$ cat config.mk
export PLATFORM = sky130hd
export DESIGN_NAME = fb_write_scheduler
export DESIGN_NICKNAME = d
export VERILOG_FILES = /design/src/rtl/fb_write_scheduler.sv
export SDC_FILE = /design/constraint.sdc
export NUM_CORES = 1
export LEC_CHECK = 0
export CAP_MARGIN = 20
export CORE_MARGIN = 10
export CORE_UTILIZATION = 43
export DETAILED_ROUTE_END_ITERATION = 10
export GPL_TIMING_DRIVEN = 0
export PLACE_DENSITY = 0.8
export SLEW_MARGIN = 5
export SYNTH_ARGS = -nofsm -noshare
export SYNTH_HDL_FRONTEND = slang
export SYNTH_SLANG_ARGS = --single-unit
export TNS_END_PERCENT = 1
$ cat constraint.sdc
create_clock -name clk -period 2.1 [get_ports clk]
set_clock_uncertainty 0.15 [all_clocks]
set_input_delay 0.315 -clock clk [delete_from_list [all_inputs] [get_ports clk]]
set_output_delay 0.315 -clock clk [all_outputs]
set_load 0.02 [all_outputs]
$ cat src/rtl/fb_write_scheduler.sv
// Framebuffer write scheduler: arbitrates two pixel-write requesters onto a single
// registered framebuffer write port and runs a full-frame clear sweep on request.
module fb_write_scheduler #(
    parameter int unsigned H_PIXELS = 320,
    parameter int unsigned V_LINES  = 240
) (
    input  logic        clk,
    input  logic        rst_n,
    input  logic        clear_start,
    input  logic [7:0]  clear_value,
    output logic        clear_busy,
    output logic        clear_done,
    input  logic        req0_valid,
    output logic        req0_ready,
    input  logic [9:0]  req0_x,
    input  logic [8:0]  req0_y,
    input  logic [7:0]  req0_data,
    input  logic        req1_valid,
    output logic        req1_ready,
    input  logic [9:0]  req1_x,
    input  logic [8:0]  req1_y,
    input  logic [7:0]  req1_data,
    output logic [9:0]  fb_x,
    output logic [8:0]  fb_y,
    output logic [7:0]  fb_data,
    output logic        fb_wren,
    output logic [15:0] drop_count
);

    localparam logic [0:0] StIdle  = 1'b0;
    localparam logic [0:0] StClear = 1'b1;

    localparam logic [9:0] XLast = 10'(H_PIXELS - 1);
    localparam logic [8:0] YLast = 9'(V_LINES - 1);

    logic [0:0]  state_q, state_d;
    logic        last_grant_q, last_grant_d;  // 1: requester 1 was granted last
    logic [9:0]  clr_x_q, clr_x_d;
    logic [8:0]  clr_y_q, clr_y_d;
    logic [7:0]  clr_val_q, clr_val_d;
    logic        clear_done_q, clear_done_d;
    logic [9:0]  fb_x_q, fb_x_d;
    logic [8:0]  fb_y_q, fb_y_d;
    logic [7:0]  fb_data_q, fb_data_d;
    logic        fb_wren_q, fb_wren_d;
    logic [15:0] drop_q, drop_d;

    logic        grant0, grant1;
    logic        any_xfer;
    logic [9:0]  sel_x;
    logic [8:0]  sel_y;
    logic [7:0]  sel_data;
    logic        in_range;

    // Round-robin grant; ready is forced low while reset is held so the
    // handshake outputs read 0 during reset like every registered output.
    always_comb begin
        grant0 = 1'b0;
        grant1 = 1'b0;
        if (rst_n && (state_q == StIdle)) begin
            if (req0_valid && req1_valid) begin
                if (last_grant_q) begin
                    grant0 = 1'b1;
                end else begin
                    grant1 = 1'b1;
                end
            end else if (req0_valid) begin
                grant0 = 1'b1;
            end else if (req1_valid) begin
                grant1 = 1'b1;
            end
        end
    end

    assign req0_ready = grant0;
    assign req1_ready = grant1;
    assign any_xfer   = grant0 | grant1;
    assign sel_x      = grant1 ? req1_x    : req0_x;
    assign sel_y      = grant1 ? req1_y    : req0_y;
    assign sel_data   = grant1 ? req1_data : req0_data;
    assign in_range   = (sel_x <= XLast) && (sel_y <= YLast);

    // Next-state: requester writes and clear entry in IDLE, raster sweep in CLEAR.
    always_comb begin
        state_d      = state_q;
        last_grant_d = last_grant_q;
        clr_x_d      = clr_x_q;
        clr_y_d      = clr_y_q;
        clr_val_d    = clr_val_q;
        clear_done_d = 1'b0;
        fb_wren_d    = 1'b0;
        fb_x_d       = fb_x_q;
        fb_y_d       = fb_y_q;
        fb_data_d    = fb_data_q;
        drop_d       = drop_q;

        if (state_q == StIdle) begin
            if (any_xfer) begin
                last_grant_d = grant1;
                if (in_range) begin
                    fb_wren_d = 1'b1;
                    fb_x_d    = sel_x;
                    fb_y_d    = sel_y;
                    fb_data_d = sel_data;
                end else if (drop_q != 16'hFFFF) begin
                    drop_d = drop_q + 16'd1;
                end
            end
            // A transfer in this same cycle still completes above.
            if (clear_start) begin
                state_d   = StClear;
                clr_val_d = clear_value;
                clr_x_d   = '0;
                clr_y_d   = '0;
            end
        end else begin
            fb_wren_d = 1'b1;
            fb_x_d    = clr_x_q;
            fb_y_d    = clr_y_q;
            fb_data_d = clr_val_q;
            if (clr_x_q == XLast) begin
                clr_x_d = '0;
                if (clr_y_q == YLast) begin
                    state_d      = StIdle;
                    clear_done_d = 1'b1;
                end else begin
                    clr_y_d = clr_y_q + 9'd1;
                end
            end else begin
                clr_x_d = clr_x_q + 10'd1;
            end
        end
    end

    // State and output registers; reset aborts any sweep in progress.
    always_ff @(posedge clk or negedge rst_n) begin
        if (!rst_n) begin
            state_q      <= StIdle;
            last_grant_q <= 1'b1;
            clr_x_q      <= '0;
            clr_y_q      <= '0;
            clr_val_q    <= '0;
            clear_done_q <= 1'b0;
            fb_wren_q    <= 1'b0;
            fb_x_q       <= '0;
            fb_y_q       <= '0;
            fb_data_q    <= '0;
            drop_q       <= '0;
        end else begin
            state_q      <= state_d;
            last_grant_q <= last_grant_d;
            clr_x_q      <= clr_x_d;
            clr_y_q      <= clr_y_d;
            clr_val_q    <= clr_val_d;
            clear_done_q <= clear_done_d;
            fb_wren_q    <= fb_wren_d;
            fb_x_q       <= fb_x_d;
            fb_y_q       <= fb_y_d;
            fb_data_q    <= fb_data_d;
            drop_q       <= drop_d;
        end
    end

    assign clear_busy = (state_q == StClear);
    assign clear_done = clear_done_q;
    assign fb_wren    = fb_wren_q;
    assign fb_x       = fb_x_q;
    assign fb_y       = fb_y_q;
    assign fb_data    = fb_data_q;
    assign drop_count = drop_q;

endmodule

==> results of run 1 <==
[cell type report]
class                           count  area [um^2]  share of cell area (%)
Tap cell                          108          135                    2.38
Clock buffer                       10          138                    2.42
Buffer                             24          146                    2.58
Timing Repair Buffer              131         1340                    23.5
Multi-Input combinational cell    280         1970                    34.7
Inverter                           13         48.8                   0.860
Clock inverter                      6         42.5                   0.749
Sequential cell                    74         1860                    32.7
[Yosys cell counts]
cell / number
inv_1: 13
and3_1: 3
nand2_1: 29
xor2_1: 16
or3_1: 2
xnor2_1: 5
nor2_1: 24
a31oi_1: 1
or4b_1: 2
nand4_1: 11
nand3_1: 26
dfstp_2: 1
and2_1: 1
o41ai_1: 1
a21boi_0: 1
nor3_1: 10
a32oi_1: 11
a211oi_1: 3
a221oi_1: 6
mux2i_1: 8
a21oi_1: 5
buf_2: 3
mux2i_2: 1
nor2b_1: 8
o31ai_1: 4
a41oi_1: 1
or3_4: 1
o21ai_0: 43
ha_1: 3
clkbuf_2: 1
a22o_1: 3
nand2b_1: 1
a32o_1: 2
o22ai_1: 1
mux2_2: 31
buf_1: 3
nor4_1: 6
clkbuf_1: 18
o31ai_2: 1
nor4bb_1: 1
o211ai_1: 8
dfrtp_1: 73
[cells in the final DEF, fill, tap and decap left out, types with 3 or more instances in the layout]
| cell type | instances |
|---|---|
| nor4_1 | 5 |
| clkbuf_2 | 7 |
| o31ai_1 | 4 |
| a22o_1 | 3 |
| inv_1 | 13 |
| nand2_1 | 29 |
| mux2_2 | 30 |
| nor2b_1 | 6 |
| clkbuf_8 | 10 |
| dfrtp_2 | 4 |
| nor2_1 | 21 |
| o21ai_1 | 5 |
| xor2_1 | 16 |
| and3_1 | 3 |
| a21oi_1 | 5 |
| buf_4 | 13 |
| buf_6 | 3 |
| dlygate4sd3_1 | 3 |
| clkdlybuf4s50_1 | 111 |
| buf_8 | 3 |
| o21ai_0 | 38 |
| a211oi_1 | 3 |
| a221oi_1 | 6 |
| xnor2_1 | 5 |
| nor3_1 | 8 |
| a32oi_1 | 11 |
| o211ai_1 | 8 |
| clkbuf_1 | 8 |
| nand4_1 | 11 |
| mux2i_1 | 8 |
| nor2_2 | 3 |
| nand3_1 | 24 |
| dfrtp_1 | 69 |
[flip-flops by register name (all words and copies together) (netlist names)]
register / count
fb_y: 9
fb_x: 10
drop_count: 16
clear_busy: 1
clr_y_q: 9
fb_data: 8
clr_x_q: 10
clr_val_q: 8
clear_done: 1
fb_wren: 1
last_grant_q: 1
[critical path: cells and delay by family (launching register included)]
| kind | cells | cell delay [ns] |
|---|---|---|
| AO/OA/AOI/OAI | 1 | 0.17 |
| AND/OR/NAND/NOR | 2 | 0.90 |
| multiplexers | 1 | 0.27 |
| buffers and inverters | 1 | 0.16 |
| flip-flops | 1 | 0.45 |
[worst max-delay path by stage]
stage               cells past startpoint  slack, ns         end         start
CTS                                     6      -0.13  req1_ready  last_grant_q
floorplan                               7      -0.02  clr_y_q[0]    clr_y_q[0]
global placement                        8      -3.23     fb_y[0]         rst_n
detailed placement                      9      -0.96     fb_y[0]         rst_n
finish                                  5      -0.10  clr_y_q[0]    clr_x_q[7]
global route                            6      -0.15  clr_y_q[0]    clr_x_q[5]
[logic make-up after synthesis]
| logic type | count (synthesis) | share of synthesized area, % |
|---|---|---|
| flip-flops | 74 | 47.7 |
| AO/OA/AOI/OAI | 91 | 15.4 |
| XOR/XNOR | 21 | 4.74 |
| adder cells (fa/ha/maj) | 3 | 0.967 |
| multiplexers | 40 | 11.4 |
| AND/OR/NAND/NOR | 125 | 16.0 |
| buffers and inverters | 38 | 3.80 |
[per-stage QoR]
step | power [mW] | hold slack, ns | area [um^2] | instances
floorplan | 2.47 | -0.131 | 3890 | 392
global placement | 3.03 | 0.307 | 5160 | 614
detailed placement | 3.08 | 0.108 | 5190 | 615
CTS | 4.15 | 0.318 | 5560 | 637
global route | 4.44 | 0.305 | 5680 | 646
finish | 4.25 | 0.297 | 5680 | 646
[power breakdown]
group          total (mW)  switching [mW]  internal [mW]  leakage, nW
logic                1.30           0.647          0.651         1.38
clock network        1.02           0.559          0.460       0.0882
registers            1.93           0.249           1.68        0.924
[per-layer routing]
metal  share of wire (%)  vias to the layer above  GRT usage, %
li1                    -                     1719             -
met1                  40                     1867          22.9
met2                  51                      147          31.8
met3                 7.0                       30          4.22
met4                 2.0                        0          5.86
met5                   0                        -             0
[timing repair]
action / in CTS / in global routing
setup endpoints to repair: 63 / 53
cloned: 1 / 0
hold buffers: 4 / 0
buffers inserted: 1 / 9
resized for setup: 34 / 27
pin swaps: 2 / 2
hold endpoints to repair: 48 / 0
==> impl_results.md, run 1 <==
* Area share of the largest cell type after synthesis at 47.0%
* Min Tclk post-route at 2.20 ns
* DRT Pass-1 Iters at 4
* RSZ-0062 raised after global routing: yes
* Half-perimeter wire length after detailed placement at 9.40 mm
* Number of global-route vias before repair at 3,757
* Worst setup margin at -0.104 ns
* Transition at the pin with the smallest max-transition slack at 0.694 ns
* Num CTS Buffers at 9
* Number of synthesized register bits at 74
* Dominant cells by area after synthesis: dfrtp_1, mux2_2, o21ai_0
* Routability Congestion at 0.841
* Die Outline Area at 13,200 um^2
* Horizontal extent of the die at 115 um
* Core area at 8760 um^2
* Synth-to-Final Area Change at 46.2%
* Average wire per standard cell at 20.0 um
* Final setup violating endpoints at 7
* Critical path arrival at 2.30 ns
* Count of H-tree levels built during CTS at 3
* Post-synthesis cell type count at 42
* Cell with the largest stage delay on the worst path: or4b_4
* Overall Global Routing Usage at 18.7%
* Yosys Warn Count at 0
* Critical setup path kind: flip-flop to flip-flop
* Initial core utilization at 44.3%
* Maximum VDD drop at 352 uV
* Top cell type by total area after synthesis: dfrtp_1
* Reg2reg path depth at 5
* Fin. Hold Viols at 0
* Clock-pin slew reported for the worst setup and hold paths after clock tree synthesis at 0.08 ns
* Final net count at 603
* Final worst path period share at 105%
* Clock tree from TritonCTS: built
* Count of routing violations after the opening detailed-route iteration at 323
* Fraction of final layout cells with drive strength greater than 1 at 18.4%
* Number of sinks driven by the clock tree at 74
* Antenna cells at 0
* Worst Setup Start Kind: flip-flop
* Max-slew violation total from the final report at 0
* Peak fanout along the critical path at 6
* Leakage power at 2.40 nW
* Slew headroom at 53.6%
* Origin of the critical flop-to-flop path: clr_x_q[7]
* Largest net degree at the start of global routing at 27
* Post-route ant nets at 0
* Cells along the critical path: or4b_4, buf_8, or3_4, mux2_4, a22o_1
* Port-buffer cells at 114
* Clock tree root buffer cell: clkbuf_8
* DRC at 0
* Failing checks: negative setup slack
* Run status: finished, violations left
* Post-Syn Instances at 392
* GRT overflow at 0
* HP Class: primary input to async pin
* Maximum buffer depth of the clock tree at 2
* Filler cell count at 687
* Total number of placement rows at 34
* Nature of the critical path endpoint: flip-flop
* Global-route wire length before repair at 19.8 mm
* Count of boundary I/O pins at 115
* Biggest cell delay along the critical path at 0.54 ns
* Setup tns final at -0.374 ns
* Net count of the mapped netlist at 462
* Post-layout util at 64.8%
* Placement-stage worst setup slack at -0.961 ns
* Syn avg cell area at 9.91 um^2
* Power density cells at 748 nW/um^2
* R2r endpoint: clr_y_q[0]
* Vias per cell at 5.83
* Data required time at the worst endpoint at 2.19 ns
* Source-to-sink clock delay at the later pin of the worst-skew pair at 0.35 ns
* Portion of the post-synthesis area used by sequential elements at 47.7%
* Die outline height at 115 um
* Netlist area before placement at 3880 um^2
* Slack of the worst reg-to-reg path at -0.10 ns
* Total of max-cap violations at 0
* Number of antenna violations at the first check in global routing at 0
* Via total after detailed routing at 3,763
* Max Freq at 0.454 GHz
* Post-detailed-routing wire length at 12.9 mm
Power figures use the tool's default switching activity.
==> run 2: changes to the inputs <==
--- a/config.mk
+++ b/config.mk
@@ -9,7 +9,6 @@
 export CORE_MARGIN = 10
 export CORE_UTILIZATION = 43
 export DETAILED_ROUTE_END_ITERATION = 10
-export GPL_TIMING_DRIVEN = 0
 export PLACE_DENSITY = 0.8
 export SLEW_MARGIN = 5
 export SYNTH_ARGS = -nofsm -noshare
==> constraint.sdc (replaced) <==
create_clock -name clk -period 2.1 [get_ports clk]
set_clock_uncertainty 0.15 [all_clocks]
set_input_delay 0.315 -clock clk [delete_from_list [all_inputs] [get_ports clk]]
set_output_delay 0.315 -clock clk [all_outputs]
set_load 0.01 [all_outputs]
==> run 2 against run 1 <==
  * Clock power shrank 9.7%
  * Cell count rose by 3.3%
  * Die area unchanged
  * Combinational power decreased by 3%
  * Cell area grew 2.0%
  * The run still ends with negative setup slack left
  * Routed wire length down 1.9%
==> impl_results.md, run 2 (synthesized netlist as in run 1, its figures left out) <==
* Run status: finished, violations left (unchanged)
* Failing checks: negative setup slack (unchanged)
* Final net count at 625 (was 603)
* Total of max-cap violations at 0 (unchanged)
* Leading cell type in the layout, fill and taps excluded: clkdlybuf4s50_1 (unchanged)
* Cells along the critical path: buf_4, nor2b_2, or4b_4, nor2b_1, mux2_2, a22o_1 (was or4b_4, buf_8, or3_4, mux2_4, a22o_1)
* Post-route ant nets at 0 (unchanged)
* Final setup violating endpoints at 1 (was 7)
* Worst Setup Start Kind: flip-flop (unchanged)
* Total number of placement rows at 34 (unchanged)
* Number of sinks driven by the clock tree at 74 (unchanged)
* Overall Global Routing Usage at 18.8% (was 18.7%)
* Total power at 4.03 mW (was 4.25 mW)
* Worst hold margin at 0.0252 ns (was 0.297 ns)
* Average wire per standard cell at 19.0 um (was 20.0 um)
* DRC at 0 (unchanged)
* Initial core utilization at 44.3% (unchanged)
* Horizontal extent of the die at 115 um (unchanged)
* Via total after detailed routing at 3,797 (was 3,763)
* Number of antenna violations at the first check in global routing at 0 (unchanged)
* Leakage power at 2.53 nW (was 2.40 nW)
* Fin. Hold Viols at 0 (unchanged)
* Data required time at the worst endpoint at 2.19 ns (about the same)
* Max Freq at 0.475 GHz (was 0.454 GHz)
* Count of H-tree levels built during CTS at 3 (unchanged)
* Port-buffer cells at 114 (unchanged)
* Antenna cells at 0 (unchanged)
* Critical setup path kind: flip-flop to flip-flop (unchanged)
* Worst setup margin at -0.00482 ns (was -0.104 ns)
* Clock tree root buffer cell: clkbuf_8 (unchanged)
* Placement-stage worst setup slack at -0.337 ns (was -0.961 ns)
* Cell with the largest stage delay on the worst path: or4b_4 (unchanged)
* Vias per cell at 5.69 (was 5.83)
* Max reg flops at 16 (unchanged)
* RSZ-0062 raised after global routing: yes (unchanged)
* Half-perimeter wire length after detailed placement at 9.71 mm (was 9.40 mm)
* Clock-pin slew reported for the worst setup and hold paths after clock tree synthesis at 0.08 ns (about the same)
* Die outline height at 115 um (unchanged)
* Num CTS Buffers at 9 (unchanged)
* Max-slew violation total from the final report at 0 (unchanged)
* Peak fanout along the critical path at 3 (was 6)
* Total instance count after detailed placement at 650 (was 615)
* Power density cells at 696 nW/um^2 (was 748 nW/um^2)
* Number of global-route vias before repair at 3,926 (was 3,757)
* GRT overflow at 0 (unchanged)
* Synth-to-Final Area Change at 49.1% (was 46.2%)
* Core area at 8760 um^2 (unchanged)
* Routability Congestion at 0.846 (was 0.841)
* Critical path arrival at 2.19 ns (was 2.30 ns)
* Biggest cell delay along the critical path at 0.48 ns (was 0.54 ns)
* Die Outline Area at 13,200 um^2 (unchanged)
* Global-route wire length before repair at 20.1 mm (was 19.8 mm)
* HP Class: primary input to async pin (unchanged)
* Slew headroom at 48.5% (was 53.6%)
* Maximum buffer depth of the clock tree at 2 (unchanged)
* DRT Pass-1 Iters at 5 (was 4)
* Nature of the critical path endpoint: flip-flop (unchanged)
* Transition at the pin with the smallest max-transition slack at 0.773 ns (was 0.694 ns)
* Largest net degree at the start of global routing at 61 (was 27)
* Count of boundary I/O pins at 115 (unchanged)
* Count of routing violations after the opening detailed-route iteration at 286 (was 323)
* Most used cells in the layout excluding fill and tap cells: clkdlybuf4s50_1, dfrtp_1, buf_4, o21ai_0, mux2_2 (was clkdlybuf4s50_1, dfrtp_1, o21ai_0, mux2_2, nand2_1)
* Fraction of final layout cells with drive strength greater than 1 at 21.5% (was 18.4%)
* Clock tree from TritonCTS: built (unchanged)
* Maximum VDD drop at 319 uV (was 352 uV)
* Final worst path period share at 100% (was 105%)
* Source-to-sink clock delay at the later pin of the worst-skew pair at 0.35 ns (about the same)
* Min Tclk post-route at 2.10 ns (was 2.20 ns)
* Post-detailed-routing wire length at 12.7 mm (was 12.9 mm)
* Final Instance Count excl. Fillers at 667 (was 646)
* Setup tns final at -0.00482 ns (was -0.374 ns)
[run 2: metrics by stage]
stage	cell area, um^2	util [%]
after floorplan	3890	-
after global placement	5580	63.7
after detailed placement	5580	63.7
after CTS	5780	65.9
after global routing	5790	66.1
final	5790	66.1
[run 2: repair_timing]
| action | 4_1_cts | 5_1_grt |
|---|---|---|
| hold endpoints to repair | 13 | 0 |
| setup endpoints to repair | 11 | 9 |
| buffers inserted | 1 | 0 |
| hold buffers | 1 | 0 |
| gates resized for setup | 11 | 4 |
[run 2: worst paths after layout]
kind,from,endpoint,slack [ns],cells past startpoint
min in group clk,clr_val_q[4],fb_data[4],0.35,2
setup reg to reg,clear_busy,clr_y_q[0],-0.005,6
setup / recovery,clear_busy,clr_y_q[0],-0.005,6
max in group asynchronous,rst_n,last_grant_q,1.20,3
hold reg to reg,clr_val_q[4],fb_data[4],0.35,2
hold / removal,rst_n,drop_count[8],0.03,2
[run 2: where the power goes]
group	total [mW]	switching, mW	internal (mW)
logic	1.26	0.569	0.689
clock network	0.921	0.506	0.415
registers	1.85	0.176	1.68
[run 2: layout make-up]
type	instances	area [um^2]
Inverter	13	48.8
Clock inverter	4	20.0
Tap cell	108	135
Multi-Input combinational cell	280	1940
Fill cell	683	2970
Sequential cell	74	1850
Clock buffer	11	131
Timing Repair Buffer	177	1660
[run 2: critical path, delay by kind of cell (launching register included)]
family	cells	cell delay, ns
buf+inv	1	0.17
flops	1	0.42
compound gates	1	0.17
mux	1	0.26
simple gates	3	0.82
[run 2: metal layers]
layer,GRT usage [%],share of wire [%],wire length [um]
met2,32.6,52,6600
met5,0,0,0
met4,7.59,2.1,264
met1,22.0,40,5030
met3,3.91,6.1,770
==> run 3: changes to the inputs <==
--- a/config.mk
+++ b/config.mk
@@ -5,7 +5,6 @@
 export SDC_FILE = /design/constraint.sdc
 export NUM_CORES = 1
 export LEC_CHECK = 0
-export CAP_MARGIN = 20
 export CORE_MARGIN = 10
 export CORE_UTILIZATION = 43
 export DETAILED_ROUTE_END_ITERATION = 10
==> results of run 3 <==
Final layout, timing and power as in run 2 (identical DEF).
